## src/rtl/keypad_scan_ctrl.sv

```systemverilog
// keypad_scan_ctrl
//   Scan sequencer for a 4x4 active-low keypad. It drives one column low at
//   a time and samples the synchronised rows once per column slot. A press
//   must be seen on the same row for DEBOUNCE_SCANS slots before it is
//   accepted. The accepted key is then locked until the same number of
//   released slots has been seen.
//
//   Optional build macro: KEYPAD_REPEAT_EN
//     When defined, a held key re-strobes key_valid every REPEAT_TICKS slots.
//
// Ports
//   clock_in   in   system clock
//   reset      in   asynchronous, active-high reset
//   row_in     in   [3:0] keypad rows, active-low, asynchronous to clock_in
//   col_drive  out  [3:0] keypad columns, exactly one bit low
//   scan_col   out  [1:0] index of the column currently driven low
//   key_code   out  [3:0] last accepted key value
//   key_valid  out  one-cycle strobe when key_code is (re)issued
//   key_held   out  high while the accepted key is still down
//
// States
//   SCAN     | rotating columns, waiting for any row low
//   DEBOUNCE | column frozen, counting stable samples of the detected row
//   HELD     | key accepted, counting released samples before rescanning
module keypad_scan_ctrl #(
    parameter int SCAN_DIV       = 50000,
    parameter int DEBOUNCE_SCANS = 4,
    parameter int REPEAT_TICKS   = 20
) (
    input  logic       clock_in,
    input  logic       reset,
    input  logic [3:0] row_in,
    output logic [3:0] col_drive,
    output logic [1:0] scan_col,
    output logic [3:0] key_code,
    output logic       key_valid,
    output logic       key_held
);

    localparam int DIV_W = $clog2(SCAN_DIV);
    localparam int CNT_W = $clog2(DEBOUNCE_SCANS + 1);
    localparam logic [DIV_W-1:0] DIV_LAST = DIV_W'(SCAN_DIV - 1);
    localparam logic [CNT_W-1:0] CNT_DONE = CNT_W'(DEBOUNCE_SCANS);

    if (SCAN_DIV < 4)       begin : g_bad_div  $error("SCAN_DIV must be >= 4");       end
    if (DEBOUNCE_SCANS < 1) begin : g_bad_deb  $error("DEBOUNCE_SCANS must be >= 1"); end
    if (REPEAT_TICKS < 1)   begin : g_bad_rep  $error("REPEAT_TICKS must be >= 1");   end

    typedef enum logic [1:0] {SCAN, DEBOUNCE, HELD} state_t;

    state_t           state, state_nx;
    logic [3:0]       rs_meta, rs;
    logic [DIV_W-1:0] div;
    logic             tick;
    logic [CNT_W-1:0] count, count_nx, count_inc;
    logic [1:0]       scan_col_nx, lat_col, lat_col_nx, lat_row, lat_row_nx, win_row;
    logic             any_low;
    logic [3:0]       key_code_nx;
    logic             key_valid_nx, key_held_nx;

`ifdef KEYPAD_REPEAT_EN
    localparam int HOLD_W = $clog2(REPEAT_TICKS + 1);
    localparam logic [HOLD_W-1:0] HOLD_DONE = HOLD_W'(REPEAT_TICKS);
    logic [HOLD_W-1:0] hold_cnt, hold_cnt_nx, hold_inc;
    assign hold_inc = hold_cnt + 1'b1;
`endif

    function automatic logic [3:0] key_map(input logic [1:0] c, input logic [1:0] r);
        case ({c, r})
            4'h0: key_map = 4'h1;  4'h1: key_map = 4'h4;  4'h2: key_map = 4'h7;  4'h3: key_map = 4'h0;
            4'h4: key_map = 4'h2;  4'h5: key_map = 4'h5;  4'h6: key_map = 4'h8;  4'h7: key_map = 4'hF;
            4'h8: key_map = 4'h3;  4'h9: key_map = 4'h6;  4'hA: key_map = 4'h9;  4'hB: key_map = 4'hE;
            4'hC: key_map = 4'hA;  4'hD: key_map = 4'hB;  4'hE: key_map = 4'hC;  default: key_map = 4'hD;
        endcase
    endfunction

    assign tick      = (div == DIV_LAST);
    assign any_low   = (rs != 4'b1111);
    assign count_inc = count + 1'b1;
    assign col_drive = ~(4'b0001 << scan_col);

    // Lowest-numbered low row wins when several rows are pulled down.
    always_comb begin
        if      (!rs[0]) win_row = 2'd0;
        else if (!rs[1]) win_row = 2'd1;
        else if (!rs[2]) win_row = 2'd2;
        else             win_row = 2'd3;
    end

    always_ff @(posedge clock_in or posedge reset) begin
        if (reset) begin
            rs_meta   <= 4'b1111;
            rs        <= 4'b1111;
            div       <= '0;
            state     <= SCAN;
            scan_col  <= 2'd0;
            count     <= '0;
            lat_col   <= 2'd0;
            lat_row   <= 2'd0;
            key_code  <= 4'h0;
            key_valid <= 1'b0;
            key_held  <= 1'b0;
        end else begin
            rs_meta   <= row_in;
            rs        <= rs_meta;
            div       <= tick ? '0 : div + 1'b1;
            state     <= state_nx;
            scan_col  <= scan_col_nx;
            count     <= count_nx;
            lat_col   <= lat_col_nx;
            lat_row   <= lat_row_nx;
            key_code  <= key_code_nx;
            key_valid <= key_valid_nx;
            key_held  <= key_held_nx;
        end
    end

`ifdef KEYPAD_REPEAT_EN
    always_ff @(posedge clock_in or posedge reset) begin
        if (reset) hold_cnt <= '0;
        else       hold_cnt <= hold_cnt_nx;
    end
`endif

    always_comb begin
        state_nx     = state;
        scan_col_nx  = scan_col;
        count_nx     = count;
        lat_col_nx   = lat_col;
        lat_row_nx   = lat_row;
        key_code_nx  = key_code;
        key_valid_nx = 1'b0;
        key_held_nx  = key_held;
`ifdef KEYPAD_REPEAT_EN
        hold_cnt_nx  = hold_cnt;
`endif
        if (tick) begin
            case (state)
                SCAN: begin
                    if (!any_low) begin
                        scan_col_nx = scan_col + 2'd1;
                    end else begin
                        lat_col_nx = scan_col;
                        lat_row_nx = win_row;
                        // A single required sample means the detection itself is the acceptance.
                        if (CNT_DONE == CNT_W'(1)) begin
                            key_code_nx  = key_map(scan_col, win_row);
                            key_valid_nx = 1'b1;
                            key_held_nx  = 1'b1;
                            count_nx     = '0;
                            state_nx     = HELD;
`ifdef KEYPAD_REPEAT_EN
                            hold_cnt_nx  = '0;
`endif
                        end else begin
                            count_nx = CNT_W'(1);
                            state_nx = DEBOUNCE;
                        end
                    end
                end
                DEBOUNCE: begin
                    if (any_low && (win_row == lat_row)) begin
                        if (count_inc == CNT_DONE) begin
                            key_code_nx  = key_map(lat_col, lat_row);
                            key_valid_nx = 1'b1;
                            key_held_nx  = 1'b1;
                            count_nx     = '0;
                            state_nx     = HELD;
`ifdef KEYPAD_REPEAT_EN
                            hold_cnt_nx  = '0;
`endif
                        end else begin
                            count_nx = count_inc;
                        end
                    end else begin
                        count_nx    = '0;
                        state_nx    = SCAN;
                        scan_col_nx = scan_col + 2'd1;
                    end
                end
                HELD: begin
                    // Only the latched row matters; other keys are ignored until release.
                    if (rs[lat_row]) begin
`ifdef KEYPAD_REPEAT_EN
                        hold_cnt_nx = '0;
`endif
                        if (count_inc == CNT_DONE) begin
                            count_nx    = '0;
                            key_held_nx = 1'b0;
                            state_nx    = SCAN;
                            scan_col_nx = scan_col + 2'd1;
                        end else begin
                            count_nx = count_inc;
                        end
                    end else begin
                        count_nx = '0;
`ifdef KEYPAD_REPEAT_EN
                        if (hold_inc == HOLD_DONE) begin
                            key_valid_nx = 1'b1;
                            hold_cnt_nx  = '0;
                        end else begin
                            hold_cnt_nx = hold_inc;
                        end
`endif
                    end
                end
                default: state_nx = SCAN;
            endcase
        end
    end

endmodule

```

## config.mk

```make
export PLATFORM = sky130hd
export DESIGN_NAME = keypad_scan_ctrl
export DESIGN_NICKNAME = d
export VERILOG_FILES = /design/src/rtl/keypad_scan_ctrl.sv
export SDC_FILE = /design/constraint.sdc
export NUM_CORES = 1
export LEC_CHECK = 0
export ABC_AREA = 1
export ABC_CLOCK_PERIOD_IN_PS = 4470
export CAP_MARGIN = 10
export CORE_MARGIN = 3
export CORE_UTILIZATION = 35
export CTS_CLUSTER_SIZE = 24
export DETAILED_ROUTE_END_ITERATION = 8
export GPL_TIMING_DRIVEN = 0
export HOLD_SLACK_MARGIN = 0.03
export PLACE_DENSITY = 0.59
export RECOVER_POWER = 100
export SLEW_MARGIN = 10
export SYNTH_ARGS = -nofsm -noshare
export SYNTH_HDL_FRONTEND = slang
export SYNTH_SLANG_ARGS = --single-unit
```

## constraint.sdc

```tcl
create_clock -name clock_in -period 4.47 [get_ports clock_in]
set_clock_uncertainty 0.05 [all_clocks]
set_input_delay 0.447 -clock clock_in [delete_from_list [all_inputs] [get_ports clock_in]]
set_output_delay 0.447 -clock clock_in [all_outputs]
set_load 0.1 [all_outputs]
```

==> run summary, run 1 <==
The number of warnings issued by yosys came out at 0. The path class of the tightest hold or removal check is reg2reg. The post-route netlist has 8.49% of its cells at a drive strength greater than 1. The sequential-to-total area share from yosys stat is 44.7%, and the die height is 87.4 um. Once the floorplan was initialized, standard cells occupied 36.3% of the core. The peak fanout along the critical path works out to 5.

The checks that failed: max-capacitance violations, max-slew violations. For the final routed database, the setup TNS stands at 0 ps. Using the TritonRoute via totals, the vias-per-cell ratio works out to 4.60.

For the number of sinks on the clock net, the log shows 41. Global routing consumed, on the met2 layer, 22.1% of the routing resources. Among the stages of the critical path, the cell type that occurs most often is sky130_fd_sc_hd__inv_1. The synthesized instance count was 292. The clock latency at the later pin of the worst-skew pair is 290 ps, and the data required time of the worst path is 3970 ps.

For this run, the top clock speed supported by timing is 0.365 GHz. The area enclosed by the die boundary is 7640 um2, and the number of buffers added on ports is 17. The tools report the sequential cell area as 1040 um2. Headroom to the max-slew limit came out at -0.968%. The power spent charging and discharging nets was 0.137 mW; the maximum vdd drop was 0.133 mV. Clock-pin slew was measured on the worst setup and hold paths at 70 ps. After synthesis, the most frequently instantiated cells are sky130_fd_sc_hd__nand2_1 (79), sky130_fd_sc_hd__inv_1 (42), sky130_fd_sc_hd__nor2_1 (37), sky130_fd_sc_hd__dfrtp_1 (33), sky130_fd_sc_hd__nand3_1 (19).

The detailed router finished its first iteration with 67 violations. The async set-or-reset flop fraction in the synthesized netlist works out to 100%. The number of antenna violations at the first check in global routing came out at 0.

Global routing used 15.7% of the available met1 tracks. The internal power of the cells totals 0.564 mW. The worst setup path is of the reg2out kind. The run gives 5 as the total clock buffers created by CTS.

The worst path in the final design needs a cycle of 2740 ps, including I/O delays and setup. The tools report the layout filler cell count as 629. Before antenna repair, the detailed router went through 4 iterations. By area the synthesized netlist is led by sky130_fd_sc_hd__dfrtp_1 (36%), sky130_fd_sc_hd__nand2_1 (13%), sky130_fd_sc_hd__dfstp_2 (9.1%).

The flow ran to the end, but the final reports show violations. The worst hold margin came out at 308 ps. The number of hold buffers added after cts is 0. The mean cell area of the mapped netlist is 7.94 um2, and the I/O pin count is 18. The floorplan step defined a core boundary enclosing 6390 um2. Traced cell by cell, the critical path runs through inv_1, ha_1, inv_1, dlygate4sd3_1. The total vias in the final route was 1818. The met3 usage came out at 3.12%. The power consumption is 0.701 mW.

TritonCTS built the clock tree. The max-slew violation total from the final report was 30; the post-route DRC violation count was 0. The transition time at the pin with the least slew margin is 1510 ps. The peak per-stage delay on the critical path is 1190 ps, and the number of global-route vias before repair is 1857.

At the worst endpoint, the arrival time is 2240 ps. From left edge to right edge, the die measures 87.4 um. The area growth from synthesis to layout is 13.5%. In this run, synthesis inferred 0 flip-flops with an integrated enable.

The most used flip-flop cell after synthesis is sky130_fd_sc_hd__dfrtp_1. The number of different library cells used by synthesis comes to 29. Setup repair after global routing left no endpoint under its margin. The number of flip-flops and latches in the synthesized netlist is 41. The type of element capturing the critical path was a primary output. The standby leakage power was 1.33 nW; the post-synth net total was 311.

For the remaining global-route overflow, the log shows 0. The first global-routing pass estimated 7800 um of wire. In the final layout, the multi-input gates occupy 1030 um2. In this run the clock root is driven by a sky130_fd_sc_hd__clkbuf_8.

After global routing, the most crowded layer is met2. The sum of buffers and inverters on the critical path is 3. For the final layout net count, the log shows 336. The count of nets left with antenna violations once routing finished came out at 0. Ratio of total power to cell area: 267 nW/um2. The tools report the number of H-tree levels as 2. Summing every instance area after synthesis gives 2320 um2. Gates resized during post-CTS repair numbered 0. In this run the deepest clock path goes through 2 buffers.

0 antenna diodes ended up in the layout. The run gives 3270 um as the half-perimeter wire length of the detailed placement result. The portion of synthesized cell area occupied by the leading cell type came out at 35.6%. After layout, the worst path uses 61.3% of the clock period. Post-detailed-route wirelength per cell: 10.7 um. The post-CTS setup buffer count came out at 0.

For the clock share of power, the log shows 43.6%. For the fraction of power consumed by sequential logic, the log shows 54.1%. Net switching is 19.6% of the power. The most frequently used cell type in the post-synthesis netlist is sky130_fd_sc_hd__nand2_1. The largest total area in the synthesized netlist belongs to sky130_fd_sc_hd__dfrtp_1. The tools report the portion of total power attributed to combinational logic as 2.3%. In this design, the largest share of critical-path delay is due to buffers and inverters. The number of placement rows was 29.

The largest individual stage delay along the critical path comes from the cell sky130_fd_sc_hd__dlygate4sd3_1. Max-capacitance violation count: 1. Routability-driven placement finished with a final weighted congestion of 0.797. Maximum number of pins on one net before global-route repair: 30. Sort of element at the start of the critical path: a flip-flop. The total length of routed wires is 4230 um, and the count of endpoints failing hold in the final timing report is 0.

Setup violations remaining at the end of the flow were counted as 0. Overall fraction of global-route tracks in use: 12.8%.
power groups by stage:
| stage | combinational [mW] | sequential [mW] | clock [mW] |
|---|---|---|---|
| 2_1_floorplan | 0.0102 | 0.386 | 0 |
| 3_3_place_gp | 0.0179 | 0.386 | 0 |
| 3_5_place_dp | 0.0202 | 0.387 | 0 |
| 4_1_cts | 0.0202 | 0.379 | 0.319 |
| 5_1_grt | 0.0192 | 0.380 | 0.330 |
| 6_report | 0.0163 | 0.379 | 0.306 |
cells in the final DEF, fill, tap and decap left out, types with 2 or more instances in the layout:
cell / synthesis / routed
sky130_fd_sc_hd__nor2_1: 37 / 42
sky130_fd_sc_hd__o21ai_0: 11 / 12
sky130_fd_sc_hd__nor3_1: 3 / 3
sky130_fd_sc_hd__nand2_2: 4 / 3
sky130_fd_sc_hd__inv_2: 4 / 2
sky130_fd_sc_hd__nand4_1: 6 / 6
sky130_fd_sc_hd__a21oi_1: 6 / 6
sky130_fd_sc_hd__nor2_4: 7 / 3
sky130_fd_sc_hd__nand3_1: 19 / 21
sky130_fd_sc_hd__clkbuf_1: 0 / 2
sky130_fd_sc_hd__clkbuf_8: 0 / 6
sky130_fd_sc_hd__ha_1: 13 / 13
sky130_fd_sc_hd__dfrtp_1: 33 / 33
sky130_fd_sc_hd__xor2_1: 3 / 3
sky130_fd_sc_hd__nand2_1: 79 / 82
sky130_fd_sc_hd__inv_1: 42 / 44
sky130_fd_sc_hd__dlygate4sd3_1: 0 / 17
sky130_fd_sc_hd__dfstp_2: 8 / 7
worst paths after layout:
| path | start | end | slack, ps | cells past startpoint |
|---|---|---|---|---|
| worst max-delay path | scan_col[0] | col_drive[0] | 1730 | 4 |
| worst min-delay path | rs_meta[2] | rs[2] | 310 | 0 |
| worst max register to register | div[0] | key_code[0] | 2490 | 8 |
| worst min register to register | rs_meta[2] | rs[2] | 310 | 0 |
| max in group asynchronous | reset | lat_col[0] | 2060 | 3 |
| min in group asynchronous | reset | div[15] | 550 | 2 |
worst register-to-register path, cell delays in order, from the launching register on:
cell                      delay, ps
sky130_fd_sc_hd__dfrtp_1        370
sky130_fd_sc_hd__ha_1           190
sky130_fd_sc_hd__nand3_1        170
sky130_fd_sc_hd__nor2_4         150
sky130_fd_sc_hd__nand2_1        200
sky130_fd_sc_hd__nor2_1         420
sky130_fd_sc_hd__inv_1          160
sky130_fd_sc_hd__nor2_1         120
sky130_fd_sc_hd__nor2_1          50
area by class of cell:
| type | count | area share (%) |
|---|---|---|
| flip-flops and latches | 41 | 39.4 |
| multi-input cells | 204 | 39.2 |
| inverters | 47 | 6.75 |
| repair buffers | 18 | 6.61 |
| well taps | 77 | 3.66 |
| clock buffers | 7 | 3.28 |
| clock inverters | 1 | 1.14 |
through the flow:
stage	setup slack [ps]	util [%]	instance area, um2	std cells
2_1_floorplan	1980	-	2320	292
3_3_place_gp	2100	40.5	2580	386
3_5_place_dp	2080	40.8	2610	387
4_1_cts	1760	42.6	2720	395
5_1_grt	1610	41.2	2630	395
6_report	1730	41.2	2630	395
layer usage:
layer | vias to the layer above | routed length [um]
met4 | 0 | 48
li1 | 964 | -
met2 | 25 | 2050
met1 | 825 | 1990
met3 | 4 | 149
met5 | - | 0
kinds of logic (layout without fill, tap and decap cells):
kind of cell	count (synthesis)	count (layout)	share of synthesized area (%)
buffers and inverters	47	73	7.66
DFF	41	41	44.7
and+or+nand+nor	166	166	34.2
xor gates and xnor gates	4	4	1.51
AOI/OAI and AO/OA	21	21	4.91
adders and majority gates	13	13	7.02
state kept, by name (all words and copies together) (netlist names):
signal     count
lat_row        2
state          2
scan_col       2
key_held       1
key_valid      1
count          3
key_code       4
rs             4
lat_col        2
rs_meta        4
div           16
No activity file was read; power rests on OpenSTA's default activity.
==> run 2, diff against run 1 <==
--- a/config.mk
+++ b/config.mk
@@ -6,7 +6,7 @@
 export NUM_CORES = 1
 export LEC_CHECK = 0
 export ABC_AREA = 1
-export ABC_CLOCK_PERIOD_IN_PS = 4470
+export ABC_CLOCK_PERIOD_IN_PS = 2550
 export CAP_MARGIN = 10
 export CORE_MARGIN = 3
 export CORE_UTILIZATION = 35
==> constraint.sdc (replaced) <==
create_clock -name clock_in -period 2.55 [get_ports clock_in]
set_clock_uncertainty 0.05 [all_clocks]
set_input_delay 0.255 -clock clock_in [delete_from_list [all_inputs] [get_ports clock_in]]
set_output_delay 0.255 -clock clock_in [all_outputs]
set_load 0.1 [all_outputs]
==> run summary, run 2 (synthesized netlist as in run 1, its figures left out) <==
The flow ran to the end, and the final reports show no timing, DRC or antenna violations. The first global-routing pass estimated 7800 um of wire. The run gives 6390 um2 as the area inside the core boundary.

For flop-to-flop paths, the worst setup slack is 570 ps. After detailed routing, the average wire length per cell comes to 10.8 um. The relative area change from synthesis to final layout was 13.3%; the number of cell instances on the worst register-to-register path was 8. The total negative slack came out at 0 ps. For this run, global-route usage on met2 was measured as 22.1%. The initial cell density of the core came out at 36.3%. In this run the critical register-to-register path is launched from div[0].

Entering global routing, the biggest net connects 30 pins. The top cell types in the final layout, fill and taps aside, are sky130_fd_sc_hd__nand2_1 (82), sky130_fd_sc_hd__inv_1 (44), sky130_fd_sc_hd__nor2_1 (42). The cell count of the worst hold path came out at 0.

The layer with the highest usage after global routing was met2. Of the cells placed in the final design, the portion with a size suffix greater than 1 is 8.49%. Dividing the final minimum period by the clock period gives 96.1%. The number of global-route vias before repair was 1857.

The standby leakage power is 1.34 nW. The run gives 308 ps as the worst hold margin. The peak fanout along the critical path was 5; the post-route DRC violation count was 0. The total vias in the final route is 1821, and the max-capacitance violation count is 0.

TritonCTS built the clock tree. The count of endpoints failing hold in the final timing report was 0; the number of hold buffers added after cts was 0. Post-CTS repair changed the size of 0 cells. The ratio of total power to cell area was 468 nW/um2; the number of H-tree levels was 2. STA puts the critical path data required time at 2250 ps.

The number of inserted diodes was 0. Across the VDD grid, the largest voltage drop is 0.233 mV. In this run the post-CTS setup repair buffer count came out at 0. For the area enclosed by the die boundary, the log shows 7640 um2.

In this run the tool buffered the top-level ports with 17 buffer cells. The minimum clock period after layout was 2450 ps. Global routing used 3.12% of the available met3 tracks.

The worst setup path is captured at a primary output. The clock reaches the later pin of the worst-skew pair after 290 ps. More flip-flops sit in one register than any other, and that register is div. Setup repair after global routing left no endpoint under its margin. The tightest slew margin relative to the limit is 16.0%, and the setup violation total in the final timing report is 0. The layout has 630 filler cells. The tools report the overall fraction of global-route tracks in use as 12.8%.

The I/O pin count is 18. The post-detailed-route via-to-cell ratio was 4.61; the number of sinks on the clock net was 41. The number of antenna violations at the first check in global routing came out at 0. The terminating pin of the worst hold path is rs[2]. Summing all flip-flop and latch instances after layout gives 1040 um2. End of the worst register-to-register path: key_code[0]. The worst setup path is of the reg2out kind. The routed design has 4250 um of wire. Global routing used 15.7% of the available met1 tracks. Based on the critical path, the design can be clocked at up to 0.408 GHz.

The floorplan step set the die height to 87.4 um. The sort of element at the start of the critical path was a flip-flop. Worst min-delay path category: reg2reg. The detail route stage leaves a number of antenna-violating nets equal to 0. The number of DRC markers after the initial detailed-route iteration was 67; the transition time at the pin with the least slew margin was 1260 ps. The tools report the total clock buffers created by CTS as 5.

The remaining global-route overflow was 0. After layout, the design draws a total of 1.23 mW. The clock input transition at the sequential cells of the worst setup and hold paths is 70 ps, and the maximum number of buffers from clock root to sink is 2. The multi-input combinational cells in the finished layout cover a total of 1030 um2.

The congestion estimate from routability-driven global placement came to 0.797. The max-slew violation total from the final report is 0. The horizontal die dimension came out at 87.4 um. In this run the most critical hold path is launched from rs_meta[2]. The register with the most flip-flops in the layout has 16 of them. After the last flow step, the layout net total stands at 336. Commonest non-fill, non-tap cell in the layout: sky130_fd_sc_hd__nand2_1. The tools report the root buffer selected by CTS as sky130_fd_sc_hd__clkbuf_8.

The first detailed-routing pass took 4 iterations. The arrival time of data at the critical path endpoint was 2150 ps; the number of placement rows was 29. The HPWL after detailed placement is 3270 um.
run 2: metrics by stage:
step	utilization, %	worst slack (ps)	cell area (um2)	std cells
6_report	41.1	98.6	2630	395
3_3_place_gp	40.5	367	2580	386
3_5_place_dp	40.8	354	2610	387
4_1_cts	42.6	30.6	2720	395
5_1_grt	41.1	9.32	2630	395
2_1_floorplan	-	249	2320	292
run 2: worst max-delay path, cell delays in order (launching register included):
cell	delay, ps
sky130_fd_sc_hd__dfrtp_1	410
sky130_fd_sc_hd__inv_1	90
sky130_fd_sc_hd__ha_1	180
sky130_fd_sc_hd__inv_1	50
sky130_fd_sc_hd__clkdlybuf4s50_1	1120
run 2: final cells by class:
class / count / share of cell area [%]
sequential: 41 / 39.4
multi-input combinational: 204 / 39.2
inverter: 47 / 6.76
timing repair buffer: 18 / 6.48
tap: 77 / 3.67
clock buffer: 7 / 3.29
clock inverter: 1 / 1.14
run 2: worst max-delay path by stage:
stage / from / end / slack [ps] / cells past startpoint
floorplan: scan_col[0] / col_drive[2] / 250 / 3
global placement: reset / count[2] / 370 / 2
detailed placement: scan_col[0] / col_drive[0] / 350 / 4
CTS: scan_col[0] / col_drive[0] / 30 / 4
global route: scan_col[1] / col_drive[1] / 9 / 4
finish: scan_col[1] / col_drive[1] / 100 / 4
run 2: report_power, final:
part	total, mW	switching [mW]	internal, mW
clock network	0.537	0.218	0.319
logic	0.0293	0.0199	0.00947
registers	0.665	0.00376	0.661
run 2: routing by layer:
layer	part of all wire [%]	wire [um]
met1	47	2000
met2	48	2050
met3	3.6	154
met4	1.1	48
met5	0	0
